### config.mk
export PLATFORM = sky130hd
export DESIGN_NAME = layer2_aggregator
export DESIGN_NICKNAME = d
export VERILOG_FILES = /design/src/rtl/layer2_aggregator_pkg.sv /design/src/rtl/sat_accum16.sv /design/src/rtl/layer2_aggregator.sv
export SDC_FILE = /design/constraint.sdc
export NUM_CORES = 1
export LEC_CHECK = 0
export BUFFER_PORTS_ARGS = -buffer_cell sky130_fd_sc_hd__buf_4
export CAP_MARGIN = 10
export CELL_PAD_IN_SITES_DETAIL_PLACEMENT = 1
export CELL_PAD_IN_SITES_GLOBAL_PLACEMENT = 1
export CORE_MARGIN = 2
export CORE_UTILIZATION = 45
export CTS_CLUSTER_SIZE = 14
export DETAILED_ROUTE_END_ITERATION = 6
export PLACE_DENSITY_LB_ADDON = 0.05
export SKIP_CTS_REPAIR_TIMING = 1
export SLEW_MARGIN = 15
export SYNTH_ARGS = -nofsm -noshare
export SYNTH_HDL_FRONTEND = slang
export SYNTH_SLANG_ARGS = --single-unit
### constraint.sdc
create_clock -name Clk -period 3.6 [get_ports Clk]
set_input_delay 0.54 -clock Clk [delete_from_list [all_inputs] [get_ports Clk]]
set_output_delay 0.54 -clock Clk [all_outputs]
set_load 0.005 [all_outputs]
### src/rtl/layer2_aggregator_pkg.sv
`default_nettype none
// ============================================================================
// Module  : layer2_aggregator_pkg
// Purpose : Shared constants, FSM state encoding and the saturating-add
//           helper used by the two-layer counter aggregator.
// Ports   : none (package)
// Rev     : 1.0  initial release
// ============================================================================
package layer2_aggregator_pkg;

  typedef enum logic [1:0] {
    ST_IDLE = 2'd0,
    ST_RUN  = 2'd1,
    ST_DONE = 2'd2
  } agg_state_e;

  localparam int AGG_DIVISOR = 3;   // layer-1 width in bits
  localparam int AGG_GROUP   = 8;   // layer-1 counters per layer-2 counter
  localparam int CNT_W       = 32;  // raw counter width
  localparam int L1_ADDR_W   = 10;
  localparam int L2_ADDR_W   = 7;
  localparam int SUM_W       = 16;

  // Unsigned add that pins at all-ones instead of wrapping.
  function automatic logic [SUM_W-1:0] sat_add16(input logic [SUM_W-1:0] a,
                                                  input logic [SUM_W-1:0] b);
    logic [SUM_W:0] s;
    s = {1'b0, a} + {1'b0, b};
    return s[SUM_W] ? {SUM_W{1'b1}} : s[SUM_W-1:0];
  endfunction

endpackage : layer2_aggregator_pkg
`default_nettype wire

### src/rtl/sat_accum16.sv
`default_nettype none
// ============================================================================
// Module  : sat_accum16
// Purpose : 16-bit saturating accumulator with synchronous clear and
//           add-enable. Clear has priority over add.
// Ports   : clk_i, rst_i (async, active-high), clr_i, add_en_i, add_i[15:0]
//           sum_o      - registered running sum
//           sum_next_o - sum_o + add_i (saturated), valid the same cycle
// Rev     : 1.0  initial release
// ============================================================================
module sat_accum16
  import layer2_aggregator_pkg::*;
(
  input  logic             clk_i,
  input  logic             rst_i,
  input  logic             clr_i,
  input  logic             add_en_i,
  input  logic [SUM_W-1:0] add_i,
  output logic [SUM_W-1:0] sum_o,
  output logic [SUM_W-1:0] sum_next_o
);

  logic [SUM_W-1:0] sum_q;
  logic [SUM_W-1:0] sum_d;

  assign sum_next_o = sat_add16(sum_q, add_i);
  assign sum_o      = sum_q;

  always_comb begin
    sum_d = sum_q;
    if (clr_i) begin
      sum_d = '0;
    end else if (add_en_i) begin
      sum_d = sum_next_o;
    end
  end

  always_ff @(posedge clk_i or posedge rst_i) begin
    if (rst_i) sum_q <= '0;
    else       sum_q <= sum_d;
  end

endmodule : sat_accum16
`default_nettype wire

### src/rtl/layer2_aggregator.sv
`default_nettype none
// ============================================================================
// Module  : layer2_aggregator
// Purpose : Splits each raw sketch counter into a DIVISOR-bit layer-1 value
//           plus overflow flag, and sums the high parts of every GROUP
//           consecutive counters into a saturating 16-bit layer-2 value.
//           Emits write strobes for external layer-1 / layer-2 RAMs.
// Ports   : Clk, Reset (async, active-high), Start (frame open pulse)
//           In_Valid/In_Counter/In_Ready - counter stream handshake
//           L1_Wren/L1_Addr/L1_Data/L1_Ind - layer-1 write port
//           L2_Wren/L2_Addr/L2_Data        - layer-2 write port
//           Done - one-cycle end-of-frame pulse
// Rev     : 1.0  initial release
// ============================================================================
module layer2_aggregator
  import layer2_aggregator_pkg::*;
#(
  parameter int NUM_COUNTER = 10,
  parameter int NUM_SLICE   = 3,
  parameter int DIVISOR     = AGG_DIVISOR,
  parameter int GROUP       = AGG_GROUP
) (
  input  logic                 Clk,
  input  logic                 Reset,
  input  logic                 Start,
  input  logic                 In_Valid,
  input  logic [CNT_W-1:0]     In_Counter,
  output logic                 In_Ready,
  output logic                 L1_Wren,
  output logic [L1_ADDR_W-1:0] L1_Addr,
  output logic [DIVISOR-1:0]   L1_Data,
  output logic                 L1_Ind,
  output logic                 L2_Wren,
  output logic [L2_ADDR_W-1:0] L2_Addr,
  output logic [SUM_W-1:0]     L2_Data,
  output logic                 Done
);

  localparam int TOTAL = NUM_COUNTER * NUM_SLICE;
  localparam int GCW   = (GROUP > 1) ? $clog2(GROUP) : 1;

  agg_state_e           state_q, state_d;
  logic [L1_ADDR_W-1:0] idx_q, idx_d;
  logic [GCW-1:0]       gcnt_q, gcnt_d;
  logic [L2_ADDR_W-1:0] gidx_q, gidx_d;

  logic                 l1_wren_q, l1_wren_d;
  logic [L1_ADDR_W-1:0] l1_addr_q, l1_addr_d;
  logic [DIVISOR-1:0]   l1_data_q, l1_data_d;
  logic                 l1_ind_q,  l1_ind_d;
  logic                 l2_wren_q, l2_wren_d;
  logic [L2_ADDR_W-1:0] l2_addr_q, l2_addr_d;
  logic [SUM_W-1:0]     l2_data_q, l2_data_d;

  logic                 acc_clr;
  logic                 accept;
  logic                 is_last;
  logic                 grp_close;
  logic [CNT_W-1:0]     hi_part;
  logic [SUM_W-1:0]     hi_clip;
  logic [SUM_W-1:0]     acc_sum;
  logic [SUM_W-1:0]     acc_sum_next;

  assign In_Ready  = (state_q == ST_RUN);
  assign accept    = In_Valid && In_Ready;
  assign hi_part   = In_Counter >> DIVISOR;
  // Anything at or above 2^16 in the high part contributes a full-scale add.
  assign hi_clip   = (|hi_part[CNT_W-1:SUM_W]) ? {SUM_W{1'b1}} : hi_part[SUM_W-1:0];
  assign is_last   = (idx_q == L1_ADDR_W'(TOTAL - 1));
  assign grp_close = (gcnt_q == GCW'(GROUP - 1)) || is_last;

  sat_accum16 u_acc (
    .clk_i      (Clk),
    .rst_i      (Reset),
    .clr_i      (acc_clr),
    .add_en_i   (accept),
    .add_i      (hi_clip),
    .sum_o      (acc_sum),
    .sum_next_o (acc_sum_next)
  );

  always_comb begin
    state_d   = state_q;
    idx_d     = idx_q;
    gcnt_d    = gcnt_q;
    gidx_d    = gidx_q;
    acc_clr   = 1'b0;
    l1_wren_d = 1'b0;
    l1_addr_d = '0;
    l1_data_d = '0;
    l1_ind_d  = 1'b0;
    l2_wren_d = 1'b0;
    l2_addr_d = '0;
    l2_data_d = '0;

    unique case (state_q)
      ST_IDLE: begin
        if (Start) begin
          state_d = ST_RUN;
          idx_d   = '0;
          gcnt_d  = '0;
          gidx_d  = '0;
          acc_clr = 1'b1;
        end
      end
      ST_RUN: begin
        if (accept) begin
          l1_wren_d = 1'b1;
          l1_addr_d = idx_q;
          l1_data_d = In_Counter[DIVISOR-1:0];
          l1_ind_d  = |hi_part;
          if (grp_close) begin
            // Sum includes this element; accumulator restarts for the next.
            l2_wren_d = 1'b1;
            l2_addr_d = gidx_q;
            l2_data_d = acc_sum_next;
            gcnt_d    = '0;
            gidx_d    = gidx_q + 1'b1;
            acc_clr   = 1'b1;
          end else begin
            gcnt_d    = gcnt_q + 1'b1;
          end
          if (is_last) state_d = ST_DONE;
          else         idx_d   = idx_q + 1'b1;
        end
      end
      ST_DONE: state_d = ST_IDLE;
      default: state_d = ST_IDLE;
    endcase
  end

  always_ff @(posedge Clk or posedge Reset) begin
    if (Reset) begin
      state_q   <= ST_IDLE;
      idx_q     <= '0;
      gcnt_q    <= '0;
      gidx_q    <= '0;
      l1_wren_q <= 1'b0;
      l1_addr_q <= '0;
      l1_data_q <= '0;
      l1_ind_q  <= 1'b0;
      l2_wren_q <= 1'b0;
      l2_addr_q <= '0;
      l2_data_q <= '0;
    end else begin
      state_q   <= state_d;
      idx_q     <= idx_d;
      gcnt_q    <= gcnt_d;
      gidx_q    <= gidx_d;
      l1_wren_q <= l1_wren_d;
      l1_addr_q <= l1_addr_d;
      l1_data_q <= l1_data_d;
      l1_ind_q  <= l1_ind_d;
      l2_wren_q <= l2_wren_d;
      l2_addr_q <= l2_addr_d;
      l2_data_q <= l2_data_d;
    end
  end

  assign L1_Wren = l1_wren_q;
  assign L1_Addr = l1_addr_q;
  assign L1_Data = l1_data_q;
  assign L1_Ind  = l1_ind_q;
  assign L2_Wren = l2_wren_q;
  assign L2_Addr = l2_addr_q;
  assign L2_Data = l2_data_q;
  // The final writes land the cycle after the last accept, which is DONE.
  assign Done    = (state_q == ST_DONE);

  // Registered running sum is kept for observability only.
  logic unused_ok;
  assign unused_ok = ^acc_sum;

endmodule : layer2_aggregator
`default_nettype wire
# After elaboration in Yosys (flattened, before gate mapping)
# Cells that the tools add are included.
[word_totals]
reg_bits = 77
latchBits = 0
ramBits = 0
rom_bits = 0
inputBits = 36
out_inout_bits = 41
elab_cells = 75
n_memories = 0
[op_classes]
addsub = 4
mul = 0
div_mod_pow = 0
order_cmp = 0
n_eq_ne = 9
shifts = 0
n_mux = 39
bitwise_logic = 0
reduce_logical = 11
[ops]
columns = ["op", "count"]
rows = [
  ["2-to-1 mux 16 bit", 7],
  ["2-to-1 mux 10 bit", 5],
  ["2-to-1 mux 7 bit", 6],
  ["OR reduction 29 bit", 1],
  ["one-hot mux 10 bit (2 select lines)", 1],
  ["adder 16 x 16 -> 17 bit", 1],
  ["2-to-1 mux 3 bit", 5],
  ["one-hot mux 7 bit (2 select lines)", 1],
  ["OR reduction 13 bit", 1],
  ["adder 10 x 1 -> 10 bit, second input constant", 1],
  ["== test 10 x 5 -> 1 bit, second input constant", 1],
  ["2-to-1 mux 1 bit", 8],
  ["AND reduction 4 bit", 2],
  ["adder 7 x 1 -> 7 bit, second input constant", 1],
  ["2-to-1 mux 2 bit", 3],
  ["!= test 2 x 1 -> 1 bit, second input constant", 3],
  ["one-hot mux 3 bit (2 select lines)", 1],
  ["AND reduction 3 bit", 2],
  ["!= test 2 bit, second input constant", 2],
  ["one-hot mux 2 bit (2 select lines)", 1],
  ["nonzero test 2 bit", 2],
  ["adder 3 x 1 -> 3 bit, second input constant", 1],
  ["== test 3 bit, second input constant", 1],
  ["== test 2 x 1 -> 1 bit, second input constant", 1],
  ["other kinds (5)", 5],
]

# Logic depth before layout (Yosys ltp)
# Gate-level depths: netlist of run 1.
[depth]
word_depth = 7
mapped_depth = 14
depth_no_buf = 12

# Hierarchy
# A second synthesis of run 1 with hierarchy kept.
[hier_totals]
hier_cells = 419
area_unflattened_um2 = 4169.0
[modules_own_cells]
columns = ["module", "n_inst", "cells_each", "area_each_um2", "seq_area_each_um2"]
rows = [
  ["layer2_aggregator", 1, 242, 2715.1, 1526.5],
  ["sat_accum16", 1, 177, 1453.9, 400.4],
]

# Least setup slack after synthesis of run 1
# OpenSTA, ideal clock, no wires.
[synth_timing]
path_type = "input -> register"
from = "in In_Counter[24]"
to = "reg u_acc.sum_q[2], in the netlist u_acc.sum_o[2]"
setup_ns = 0.064
arrival_ns = 2.924
t_required_ns = 3.536
slack_ns = 0.612
stages = 14
n_path_buf = 4
path_cell_list = "nor4_1 nand4_1 clkbuf_1 or2_2 ha_1 buf_2 and3_1 buf_4 nand4_1 a211o_1 and3_1 buf_6 a21oi_1 a21o_1"
[synth_between]
elab_chain_len = 6
[synth_rtl]
columns = ["element", "line", "text"]
rows = [
  ["start: declaration", "layer2_aggregator.sv:27", "input logic [CNT_W-1:0] In_Counter,"],
  ["OR reduction 13 bit", "layer2_aggregator.sv:68", "assign hi_clip = (|hi_part[CNT_W-1:SUM_W]) ? {SUM_W{1'b1}} : hi_part[SUM_W-1:0];"],
  ["2-to-1 mux 16 bit", "layer2_aggregator.sv:68", ""],
  ["adder 16 x 16 -> 17 bit", "layer2_aggregator_pkg.sv:28", "s = {1'b0, a} + {1'b0, b};"],
  ["2-to-1 mux 16 bit", "layer2_aggregator_pkg.sv:29", "return s[SUM_W] ? {SUM_W{1'b1}} : s[SUM_W-1:0];"],
  ["2-to-1 mux 16 bit", "sat_accum16.sv:33", "end else if (add_en_i) begin"],
  ["2-to-1 mux 16 bit", "sat_accum16.sv:31", "if (clr_i) begin"],
  ["end signal: assignment", "sat_accum16.sv:40", "else sum_q <= sum_d;"],
  ["end: declaration", "sat_accum16.sv:23", "logic [SUM_W-1:0] sum_q;"],
]
# Every way passes these cells. The select of a mux whose other input is x is not followed.
# A chain may end at the register's enable or synchronous reset.

# Final worst setup path of run 1
# Ends and elaborated chain as after synthesis.

==> results of run 1 <==
[final timing paths]
check                                from              end  slack, ns  depth (start not counted)
setup / recovery           In_Counter[24]   u_acc.sum_o[2]       0.43                         12
hold / removal                      Reset        gidx_q[2]       0.19                          2
setup reg to reg           u_acc.sum_o[0]  u_acc.sum_o[14]       1.08                          9
hold reg to reg            u_acc.sum_o[0]   u_acc.sum_o[0]       0.51                          2
max in group asynchronous           Reset   u_acc.sum_o[0]       2.76                          3
min in group Clk            In_Counter[2]       L1_Data[2]       0.44                          2
[cell type report]
class,instances,area [µm²]
fillers,961,3800
multi-input cells,279,1870
clock buffers,10,138
repair buffers,84,643
inverters,7,28.8
clock inverters,6,93.8
well taps,108,135
flip-flops and latches,77,1930
[cell families after synthesis]
kind of cell    after synthesis
flops                        77
xor+xnor                     24
mux                           4
buf+inv                      25
simple gates                150
compound gates               79
fa+ha+maj                    22
[through the flow]
step | utilization, % | cells | hold WS [ns] | worst slack [ns]
6_report | 56.0 | 571 | 0.191 | 0.428
5_1_grt | 56.0 | 571 | 0.208 | 0.160
4_1_cts | 56.0 | 571 | 0.194 | 0.456
3_5_place_dp | 53.3 | 555 | 0.487 | 0.169
3_3_place_gp | 53.3 | 555 | 0.479 | 0.182
2_1_floorplan | - | 381 | 0.456 | 0.612
[placed cells by master, fill, tap and decap left out, drive strengths merged, types with 2 or more instances in the layout]
| master | n |
|---|---|
| a211oi | 5 |
| a21o | 13 |
| a21oi | 23 |
| a22o | 2 |
| a22oi | 2 |
| a31o | 2 |
| a31oi | 2 |
| and2 | 9 |
| and3 | 19 |
| buf | 84 |
| bufinv | 2 |
| clkbuf | 10 |
| clkinv | 2 |
| dfrtp | 77 |
| ha | 21 |
| inv | 8 |
| mux2i | 3 |
| nand2 | 25 |
| nand2b | 4 |
| nand3 | 4 |
| nand4 | 13 |
| nor2 | 41 |
| nor2b | 2 |
| nor3 | 3 |
| nor3b | 2 |
| nor4 | 6 |
| o211ai | 4 |
| o21a | 3 |
| o21ai | 17 |
| or2 | 17 |
| or3 | 2 |
| xnor2 | 8 |
| xor2 | 16 |
[per-layer routing]
metal | vias to the layer above | share of wire, % | GRT usage, %
met3 | 10 | 3.8 | 3.94
met2 | 69 | 50 | 36.2
met4 | 0 | 0.96 | 5.24
li1 | 1498 | - | -
met1 | 1535 | 45 | 28.0
met5 | - | 0 | 0
[registers in the layout (all words and copies together), names as in the netlist, 2 cells and up]
register     flops
idx_q           10
L1_Addr         10
gidx_q           7
state_q          2
L1_Data          3
gcnt_q           3
u_acc.sum_o     16
L2_Addr          7
L2_Data         16
[power by group]
group / internal [mW] / switching [mW]
sequential: 1.01 / 0.115
clock: 0.414 / 0.342
combinational: 0.513 / 0.667
total: 1.94 / 1.12
==> metrics.md, run 1 <==
| Metric | Value |
|---|---|
| Initial antenna violation count | `0` |
| Routed len/inst | `16.7 µm` |
| CTS Buf Count | `9` |
| Number of global-route vias before repair | `3320` |
| DR vias | `3112` |
| Chip width | `97.8 µm` |
| Yosys top cell by area | `dfrtp_1` |
| Die ar. | `9560 µm²` |
| Hold crit path type | `input pin to async pin` |
| Number of max-slew violations in the final report | `0` |
| Vias per cell | `5.45` |
| I/O Pins | `77` |
| Ranking of synthesized cells by area | `dfrtp_1, ha_1, nor2_1, xor2_1, or2_2` |
| Most instantiated cells after synthesis | `dfrtp_1, nor2_1, nand2_1` |
| Clock root buffer | `clkbuf_8` |
| Placed cell areas | `4610 µm²` |
| DRC viols | `0` |
| Initial Utilization | `45.8%` |
| Top-count cell post-synth | `dfrtp_1` |
| Maximum VDD drop | `0.291 mV` |
| Compound-Gate Fraction of Synth Area | `13.8%` |
| Main combinational cell family by area after synthesis | `simple AND/OR/NAND/NOR gates` |
| Port Buffer Count | `76` |
| Post-Synth Simple-Gate Area | `20.1%` |
| Cells after synthesis | `381` |
| Crit path max fanout | `16` |
| Setup TNS | `0 ns` |
| Startpoint Class | `input pin` |
| Inserted Diodes | `0` |
| Ratio of cells with drive above 1 in the final layout | `29.4%` |
| RSZ-0062 raised after global routing | `no` |
| Post-Synth Adder-Cell Area | `7.15%` |
| Detailed Place HPWL | `6750 µm` |
| Critical path data arrival time | `3.40 ns` |
| Pwr dens | `634 nW/µm²` |
| Register area share after synthesis | `48.7%` |
| Worst skew pair latency | `0.35 ns` |
| First-pass GRT wire length | `16300 µm` |
| Tot Pwr | `3.07 mW` |
| Status | `completed` |
| Nets | `516` |
| Post-synth EDFFs | `0` |
| CTS tree | `done` |
| Post-Synthesis Cell Area | `3960 µm²` |
| Antenna Nets Post-Route | `0` |
| Asr flop ratio synth | `100%` |
| Leakage power | `2.40 nW` |
| GRT Util Overall | `21.2%` |
| Req. time, crit path | `3.83 ns` |
| FF+latch count, synth | `77` |
| Cell row count | `34` |
| Critical path class | `input pin to flip-flop` |
| Final hold violation count | `0` |
| Max stage delay cell, worst path | `and3_1` |
| Setup violations, final | `0` |
| Clk sinks | `77` |
| Max_slew headroom | `46.5%` |
| Starting DRT DRC Count | `65` |
| Final wirelength | `9510 µm` |
| Worst-margin pin slew | `0.803 ns` |
| Height of the die | `97.8 µm` |
| Syn Area/Cell | `10.4 µm²` |
| Max-Cap Viols | `0` |
| Final instance area | `4840 µm²` |
| Post-synth cell types | `59` |
| Critical-path cell list | `buf_4, nor4_1, nand4_1, buf_4, or2_2, ha_1, a21oi_1, nor3b_2, a211o_1, and3_1, a21oi_1, a21o_1` |
| CP delay by family, top | `simple AND/OR/NAND/NOR gates` |
| Mapped Nets | `439` |
| H-tree level count | `3` |
| Worst-path clk slew | `0.08 ns` |
| Multiplexer share of the synthesized area | `1.04%` |
| CP endpoint kind | `flip-flop` |
| Skew final | `0.0147 ns` |
| Max incr delay on CP | `0.44 ns` |
| FMAX | `315 MHz` |
| Synth top area share | `48.7%` |
| Initial DRT Pass Iterations | `4` |
| Yosys warning count | `0` |
| GRT overflow | `0` |
| Ys flop type | `dfrtp_1` |
| Min Tclk post-route | `3.17 ns` |
| Clock tree buffer depth | `2` |
| Area Growth Syn to Fin | `22.3%` |
| GP Congestion | `0.853` |
| Post-Synth XOR/XNOR Area | `5.31%` |
| Floorplan Core Area | `8640 µm²` |
| Fin crit share | `88.1%` |
| Largest net degree at the start of global routing | `60` |
| Buf/Inv on CP | `2` |
No activity file was read; power rests on OpenSTA's default activity.
==> run 2: changes to the inputs <==
RECOVER_POWER = 50   (was not set)
==> metrics.md, run 2 (synthesis results as in run 1) <==
| Metric | Value |
|---|---|
| Max-Cap Viols | `0` |
| Initial DRT Pass Iterations | `4` |
| Skew final | `0.0139 ns` |
| Die ar. | `9560 µm²` |
| Reg2reg end | `u_acc.sum_o[14]` |
| Most frequent cells in the layout | `dfrtp_1, buf_4, nor2_1, nand2_1` |
| DRC viols | `0` |
| CTS Buf Count | `9` |
| Port Buffer Count | `76` |
| Placed Cells | `555` |
| Starting DRT DRC Count | `71` |
| RSZ-0062 raised after global routing | `no` |
| Req. time, crit path | `3.83 ns` |
| Largest net degree at the start of global routing | `60` |
| Min Tclk post-route | `3.17 ns` |
| GRT Max-Usage Layer | `met2` |
| CP endpoint kind | `flip-flop` |
| Initial antenna violation count | `0` |
| Inserted Diodes | `0` |
| Ratio of cells with drive above 1 in the final layout | `28.9%` |
| R2R setup slack | `1.08 ns` |
| Status | `completed` |
| Core Util, Final | `55.8%` |
| Area Growth Syn to Fin | `21.8%` |
| Final Non-Filler Cells | `571` |
| Antenna Nets Post-Route | `0` |
| Height of the die | `97.8 µm` |
| Final setup margin | `0.428 ns` |
| Clock root buffer | `clkbuf_8` |
| FF-to-FF Start | `u_acc.sum_o[0]` |
| R2R depth | `9` |
| I/O Pins | `77` |
| Detailed Place HPWL | `6750 µm` |
| Cell row count | `34` |
| Setup TNS | `0 ns` |
| Clock tree buffer depth | `2` |
| Nets | `516` |
| Final wirelength | `9520 µm` |
| Maximum VDD drop | `0.290 mV` |
| Worst skew pair latency | `0.35 ns` |
| First-pass GRT wire length | `16300 µm` |
| Min Hold Slack | `0.308 ns` |
| Area of the multi-input gates | `1870 µm²` |
| Met2 Usage GRT | `36.2%` |
| Worst-path clk slew | `0.08 ns` |
| Hold crit path type | `input pin to async pin` |
| Fin crit share | `88.1%` |
| Clk sinks | `77` |
| Pwr dens | `635 nW/µm²` |
| H-tree level count | `3` |
| Initial Utilization | `45.8%` |
| Vias per cell | `5.48` |
| Worst setup startpoint | `In_Counter[24]` |
| Commonest non-fill, non-tap cell in the layout | `dfrtp_1` |
| Reg area | `1930 µm²` |
| # fillers | `964` |
| Routed len/inst | `16.7 µm` |
| Floorplan Core Area | `8640 µm²` |
| CP endpoint | `u_acc.sum_o[2]` |
| Pre-CTS setup slack | `0.169 ns` |
| Crit path max fanout | `16` |
| Number of max-slew violations in the final report | `0` |
| DR vias | `3128` |
| Leakage power | `2.39 nW` |
| Setup violations, final | `0` |
| Critical path class | `input pin to flip-flop` |
| Worst-margin pin slew | `1.42 ns` |
| M1 GR Usage | `28.0%` |
| Final hold violation count | `0` |
| GP Congestion | `0.853` |
| Number of global-route vias before repair | `3320` |
| Startpoint Class | `input pin` |
| GRT overflow | `0` |
| Max_slew headroom | `5.17%` |
| CTS tree | `done` |
| Chip width | `97.8 µm` |
| GRT Util Overall | `21.2%` |
| FMAX | `315 MHz` |
| GR Util met3 | `3.94%` |
| Critical path data arrival time | `3.40 ns` |
## run 2: cell count changes in the layout (fill, tap and decap cells not counted)
cell      change
buf_12        -1
buf_4         -8
clkbuf_1      +1
clkbuf_2      +1
clkbuf_4      +7
inv_1         +1
inv_2         -1
## run 2: worst min path at each step
stage,startpoint,endpoint,slack [ns]
finish,Reset,gidx_q[2],0.31
global route,Reset,gidx_q[2],0.36
CTS,Reset,gidx_q[2],0.19
detailed placement,u_acc.sum_o[8],u_acc.sum_o[8],0.49
global placement,u_acc.sum_o[8],u_acc.sum_o[8],0.48
floorplan,u_acc.sum_o[2],u_acc.sum_o[2],0.46
## run 2: report_power, final
group	internal, mW	total (mW)	leakage (nW)	switching, mW
registers	1.01	1.13	1.01	0.116
logic	0.510	1.18	1.27	0.668
clock network	0.415	0.755	0.113	0.340
## run 2: layer usage
layer | up-vias | share of wire (%)
li1 | 1496 | -
met1 | 1544 | 45
met2 | 82 | 50
met3 | 6 | 4.0
met4 | 0 | 0.68
met5 | - | 0
## run 2: layout make-up
cell class | instances | area share [%]
flip-flops and latches | 77 | 40.0
inverters | 7 | 0.597
clock inverters | 6 | 1.95
clock buffers | 10 | 2.86
multi-input cells | 279 | 38.8
well taps | 108 | 2.80
repair buffers | 84 | 13.0
## run 2: critical path: stages
cell	delay, ns
buf_4	0.11
nor4_1	0.28
nand4_1	0.12
buf_4	0.20
or2_2	0.31
ha_1	0.34
a21oi_1	0.22
nor3b_2	0.31
a211o_1	0.22
and3_1	0.44
a21oi_1	0.12
a21o_1	0.19
## run 2: per-stage QoR
stage	power (mW)	area, µm²
detailed placement	2.31	4610
global route	3.28	4820
finish	3.06	4820
floorplan	1.99	3960
CTS	3.09	4840
global placement	2.27	4610
